===== src/rtl/fetch_pkg.sv =====
// Shared types and helpers for the fetch stage and its BTB/bimodal predictor.
package fetch_pkg;

    typedef enum logic [1:0] {
        SNT = 2'b00,
        WNT = 2'b01,
        WT  = 2'b10,
        ST  = 2'b11
    } ctr_t;

    localparam logic [31:0] NOP_INSTR_DEFAULT = 32'h0000_0013;

    function automatic int calc_idx(input int entries);
        return $clog2(entries);
    endfunction

    // Two-bit saturating counter step toward the resolved direction.
    function automatic ctr_t ctr_train(input ctr_t c, input logic taken);
        case (c)
            SNT:     return taken ? WNT : SNT;
            WNT:     return taken ? WT  : SNT;
            WT:      return taken ? ST  : WNT;
            ST:      return taken ? ST  : WT;
            default: return WNT;
        endcase
    endfunction

    function automatic logic ctr_predicts_taken(input ctr_t c);
        return (c == WT) || (c == ST);
    endfunction

endpackage


===== src/rtl/btb_bimodal.sv =====
// Direct-mapped BTB with a 2-bit bimodal counter per entry: combinational
// lookup port and a synchronous train/allocate port.
module btb_bimodal
    import fetch_pkg::*;
#(
    parameter int XLEN    = 32,
    parameter int ENTRIES = 16
) (
    input  logic            clk,
    input  logic            rst,
    input  logic [XLEN-1:0] lookup_pc,
    output logic            lookup_taken,
    output logic [XLEN-1:0] lookup_target,
    input  logic            update_en,
    input  logic [XLEN-1:0] update_pc,
    input  logic            update_taken,
    input  logic [XLEN-1:0] update_target
);

    localparam int IDX   = calc_idx(ENTRIES);
    localparam int TAG_W = XLEN - IDX - 2;

    logic             valid_q  [ENTRIES];
    ctr_t             ctr_q    [ENTRIES];
    logic [TAG_W-1:0] tag_q    [ENTRIES];
    logic [XLEN-1:0]  target_q [ENTRIES];

    logic [IDX-1:0]   l_idx;
    logic [IDX-1:0]   u_idx;
    logic [TAG_W-1:0] l_tag;
    logic [TAG_W-1:0] u_tag;
    logic             l_hit;
    logic             u_hit;
    logic             unused_pc_bits;

    assign l_idx = lookup_pc[IDX+1:2];
    assign l_tag = lookup_pc[XLEN-1:IDX+2];
    assign u_idx = update_pc[IDX+1:2];
    assign u_tag = update_pc[XLEN-1:IDX+2];

    // Word-aligned fetch: the byte offset never participates in index or tag.
    assign unused_pc_bits = ^{lookup_pc[1:0], update_pc[1:0]};

    assign l_hit         = valid_q[l_idx] && (tag_q[l_idx] == l_tag);
    assign lookup_taken  = l_hit && ctr_predicts_taken(ctr_q[l_idx]);
    assign lookup_target = target_q[l_idx];

    assign u_hit = valid_q[u_idx] && (tag_q[u_idx] == u_tag);

    // NOTE: non-blocking assignments so every reader of this state in the same
    // cycle sees the pre-edge value; a same-cycle lookup never sees the update.
    always_ff @(posedge clk) begin
        if (rst) begin
            for (int i = 0; i < ENTRIES; i++) begin
                valid_q[i] <= 1'b0;
                ctr_q[i]   <= WNT;
            end
        end else if (update_en) begin
            if (u_hit) begin
                ctr_q[u_idx] <= ctr_train(ctr_q[u_idx], update_taken);
            end else if (update_taken) begin
                valid_q[u_idx] <= 1'b1;
                ctr_q[u_idx]   <= WT;
            end
        end
    end

    // NOTE: tag/target arrays are plain storage qualified by valid_q, so they
    // are deliberately left out of reset; only the control bits need clearing.
    always_ff @(posedge clk) begin
        if (!rst && update_en && update_taken) begin
            tag_q[u_idx]    <= u_tag;
            target_q[u_idx] <= update_target;
        end
    end

endmodule


===== src/rtl/fetch_bpred.sv =====
// Instruction-fetch stage: next-PC selection with BTB/bimodal prediction and
// the IF/ID pipeline register.
module fetch_bpred
    import fetch_pkg::*;
#(
    parameter int              XLEN        = 32,
    parameter int              BTB_ENTRIES = 16,
    parameter logic [XLEN-1:0] RESET_PC    = {XLEN{1'b0}},
    parameter logic [31:0]     NOP_INSTR   = NOP_INSTR_DEFAULT
) (
    input  logic            clk,
    input  logic            rst,
    input  logic            stall_f,
    input  logic            flush_d,
    input  logic            redirect_e,
    input  logic [XLEN-1:0] redirect_pc_e,
    input  logic            update_e,
    input  logic [XLEN-1:0] update_pc_e,
    input  logic            update_taken_e,
    input  logic [XLEN-1:0] update_target_e,
    output logic [XLEN-1:0] imem_addr,
    input  logic [31:0]     imem_rdata,
    output logic [31:0]     instr_d,
    output logic [XLEN-1:0] pc_d,
    output logic [XLEN-1:0] pc_plus4_d,
    output logic            pred_taken_d,
    output logic [XLEN-1:0] pred_target_d,
    output logic            valid_d
);

    logic [XLEN-1:0] pc_q;
    logic [XLEN-1:0] pc_next;
    logic [XLEN-1:0] pc_plus4_f;
    logic [XLEN-1:0] pred_next;
    logic [XLEN-1:0] btb_target;
    logic            pred_taken_f;

    assign imem_addr  = pc_q;
    assign pc_plus4_f = pc_q + XLEN'(4);

    btb_bimodal #(
        .XLEN    (XLEN),
        .ENTRIES (BTB_ENTRIES)
    ) u_btb (
        .clk           (clk),
        .rst           (rst),
        .lookup_pc     (pc_q),
        .lookup_taken  (pred_taken_f),
        .lookup_target (btb_target),
        .update_en     (update_e),
        .update_pc     (update_pc_e),
        .update_taken  (update_taken_e),
        .update_target (update_target_e)
    );

    assign pred_next = pred_taken_f ? btb_target : pc_plus4_f;

    // NOTE: pc_next gets a default before any branch so no path leaves it
    // unassigned, which would otherwise infer a latch.
    always_comb begin
        pc_next = pred_next;
        if (redirect_e) begin
            pc_next = redirect_pc_e;
        end else if (stall_f) begin
            pc_next = pc_q;
        end
    end

    always_ff @(posedge clk) begin
        if (rst) begin
            pc_q <= RESET_PC;
        end else begin
            pc_q <= pc_next;
        end
    end

    // A bubble only clears the fields decode acts on; the PC fields keep
    // whatever they held since valid_d=0 marks them as meaningless.
    always_ff @(posedge clk) begin
        if (rst) begin
            instr_d       <= NOP_INSTR;
            pc_d          <= '0;
            pc_plus4_d    <= '0;
            pred_taken_d  <= 1'b0;
            pred_target_d <= '0;
            valid_d       <= 1'b0;
        end else if (redirect_e || flush_d) begin
            instr_d      <= NOP_INSTR;
            pred_taken_d <= 1'b0;
            valid_d      <= 1'b0;
        end else if (!stall_f) begin
            instr_d       <= imem_rdata;
            pc_d          <= pc_q;
            pc_plus4_d    <= pc_plus4_f;
            pred_taken_d  <= pred_taken_f;
            pred_target_d <= pred_next;
            valid_d       <= 1'b1;
        end
    end

endmodule


===== config.mk =====
export PLATFORM = sky130hd
export DESIGN_NAME = fetch_bpred
export DESIGN_NICKNAME = d
export VERILOG_FILES = /design/src/rtl/fetch_pkg.sv /design/src/rtl/btb_bimodal.sv /design/src/rtl/fetch_bpred.sv
export SDC_FILE = /design/constraint.sdc
export NUM_CORES = 1
export LEC_CHECK = 0
export CAP_MARGIN = 0
export CELL_PAD_IN_SITES_DETAIL_PLACEMENT = 1
export CELL_PAD_IN_SITES_GLOBAL_PLACEMENT = 1
export CORE_MARGIN = 4
export CORE_UTILIZATION = 30
export CTS_CLUSTER_DIAMETER = 80
export DETAILED_ROUTE_END_ITERATION = 8
export DONT_BUFFER_PORTS = 1
export PLACE_DENSITY_LB_ADDON = 0.1
export SYNTH_ARGS = -nofsm -noshare
export SYNTH_HDL_FRONTEND = slang
export SYNTH_SLANG_ARGS = --single-unit

===== constraint.sdc =====
create_clock -name clk -period 5.1 [get_ports clk]
set_input_delay 1.02 -clock clk [delete_from_list [all_inputs] [get_ports clk]]
set_output_delay 1.02 -clock clk [all_outputs]
set_load 0.02 [all_outputs]

==> qor.csv <==
metric,value,unit
cts_tree,yes,
worstPathArrival,5.29,ns
antenna_left,0,
status,finished clean,
dr.pass1.iters,6,
wl_per_cell,33.1,µm
area_growth,15.5,%
clk_pin_slew,0.06,ns
max_clock_freq,216,MHz
gr-total-overflow,0,
p_leak,17.2,nW
crit_required,5.77,ns
fin_skew,0.0461,ns
wl,166,mm
viasPerCell,5.25,
post_dp_cell_area,0.0515,mm²
drive_above_1_share,27.2,%
layout_min_cycle_time,4.62,ns
h-tree-depth,4,
num_vias,26411,
finalSetupTns,0,ns
setup_viol,0,
post-route-period-util,90.6,%
start_kind,flip-flop,
ys_seq_elements,1140,
max_cap_violations,0,
cts_root_buf,clkbuf_16,
gp_congestion,0.778,
drc,0,
postCtsHoldBufs,0,
core-area,0.160,mm²
hold_path.class,input pin to flip-flop,
powerDensity,382,mW/mm²
port_buffers,0,
cp-end-kind,flip-flop,
tightest_slew,1.33,ns
start_util,30.2,%
antenna_found_initial,9,
die_w,410,µm
clock-sinks,1140,
drt_iter0_markers,2389,
cts_buffer_depth,3,
grt_max_degree,165,
maxSlewHeadroom,11.2,%
die_y,410,µm
syn_inst,2687,
async_reset_ff_share,0,%
utilization,34.8,%
finalWorstSetupSlack,0.480,ns
grt_pass1_wl,232,mm
synth-seq-area-share,67.0,%
numCtsBuffers,138,
path_class,flip-flop to flip-flop,
hpwl,103,mm
synth-main-ff-cell,edfxtp_1,
fin_total_pwr,0.0213,W
cp_max_fo,37,
io_pins,297,
post_cts_resized,0,
row_count,147,
grt_pass1_vias,28623,
avgSynthCellArea,18.0,µm²
ys_types,61,
synth-warning-count,0,
design_area,0.0559,mm²
post-cts-setup-buffer-count,0,
post-place-ws,0.364,ns
synth_edf_count,960,
rsz0062_at_grt,false,
synth.net_count,2823,
fin_nets,2888,
max-vdd-ir-drop,0.345,mV
grtUsageTotal,19.7,%
clk_latency,0.78,ns
finalHoldViolCount,0,
dieArea,0.168,mm²
maxSlewViolCount,0,
syn_area,0.0484,mm²
==> placed cells by master, fill, tap and decap left out, types with 12 or more instances in the layout <==
master     instances
nor3_1            44
inv_1             43
clkbuf_16        143
edfxtp_1         960
buf_12            27
nor2b_1           12
nand3_1           45
nor2_4            17
clkinv_2          22
nor3b_1           16
nand2_1          132
a211oi_1          45
clkbuf_1          36
a21oi_1           87
a21o_1            16
buf_4            101
mux2i_1           90
o221ai_1          15
xnor2_1           63
dfxtp_1          176
o21ai_0           21
nand4_1           12
nor2_1           143
clkinv_1          23
mux4_2           412
xor2_1            22
==> critical path: stages (launching register included) <==
cell      delay [ns]
dfxtp_4         0.86
buf_4           0.40
mux4_2          0.53
a22oi_1         0.25
o21ai_1         0.19
xnor2_1         0.17
nand2_1         0.10
or4_1           0.55
nor4_4          0.25
buf_12          0.26
buf_12          0.21
mux2i_1         0.28
a211oi_1        0.12
buf_4           0.20
==> metal layers <==
metal | up-vias | global-route usage, % | part of all wire, %
li1 | 11029 | - | -
met1 | 14416 | 26.5 | 43
met2 | 769 | 31.9 | 48
met3 | 197 | 5.19 | 6.9
met4 | 0 | 4.95 | 2.2
met5 | - | 0 | 0
==> worst paths after layout <==
path	from	endpoint	slack (ns)	cells past startpoint
worst min register to register	u_btb.valid_q[11]	u_btb.valid_q[11]	0.50	2
worst min-delay path	update_target_e[19]	u_btb.target_q[4][19]	0.34	0
worst max-delay path	flip-flop	imem_addr[13]	0.48	13
worst max register to register	flip-flop	imem_addr[13]	0.48	13
==> cell usage after synthesis, types with 5 or more instances <==
cell      instances  area, µm²
nor3_1           45        225
o21ai_0          21        105
buf_2            43        215
nor4_1            7       43.8
clkbuf_1        108        405
nor2b_1          14       87.6
buf_4            17        128
buf_1            17       63.8
a22o_1            7       61.3
a21o_1           16        120
a21oi_1          87        435
nand2_1         132        495
a221oi_1          7       61.3
xor2_1           22        193
and3_1            9       56.3
buf_6            13        146
nand3_2          10        100
nand3_1          45        225
nand2b_1          8       50.1
mux2i_1          90        901
xnor2_1          63        552
nor2_1          160        601
inv_1            44        165
nand3b_1          5       37.5
dfxtp_1         180       3600
nand4_1          12       75.1
a211oi_1         45        338
edfxtp_1        960      28800
o221ai_1         15        131
mux4_2          412       9280
o21ai_1           5       25.0
nor3b_1          16        120
==> final cells by class <==
type,instances,area [µm²]
multi-input combinational,1299,14900
antenna,6,15.0
tap,2160,2700
timing repair buffer,128,1300
sequential,1140,32400
clock inverter,64,534
inverter,45,171
fill,15959,105000
clock buffer,187,3820
==> flip-flops by register name (all words and copies together), names as in the netlist, 16 cells and up, named ones only <==
signal and cells:
pc_plus4_d 30, instr_d 32, u_btb.valid_q 16, pc_d 32, u_btb.target_q 512, u_btb.tag_q 416, u_btb.ctr_q 32, pred_target_d 32
imem_addr 32
==> cell families (layout without fill, tap and decap cells) <==
kind of cell,count (synthesis),in the layout,synth area share [%]
fa+ha+maj,3,3,0.0672
simple gates,475,475,4.59
compound gates,233,233,3.17
other cells,0,6,0
buf+inv,248,424,2.52
flops,1140,1140,67.0
mux,503,503,21.1
xor+xnor,85,85,1.54
==> through the flow <==
step                      hold slack (ns)  instances
after floorplan                     0.454       2687
after global placement              0.479       4772
after detailed placement            0.487       4772
after CTS                           0.259       5023
after global routing                0.278       5024
final                               0.339       5029
==> report_power, final <==
group | switching [W] | internal [W] | total (W)
Combinational | 0.000761 | 0.000683 | 0.00144
Sequential | 0.000186 | 0.0102 | 0.0104
Clock | 0.00399 | 0.00549 | 0.00948
Total | 0.00494 | 0.0164 | 0.0213
Note: power is estimated with default switching activity, not from simulation.
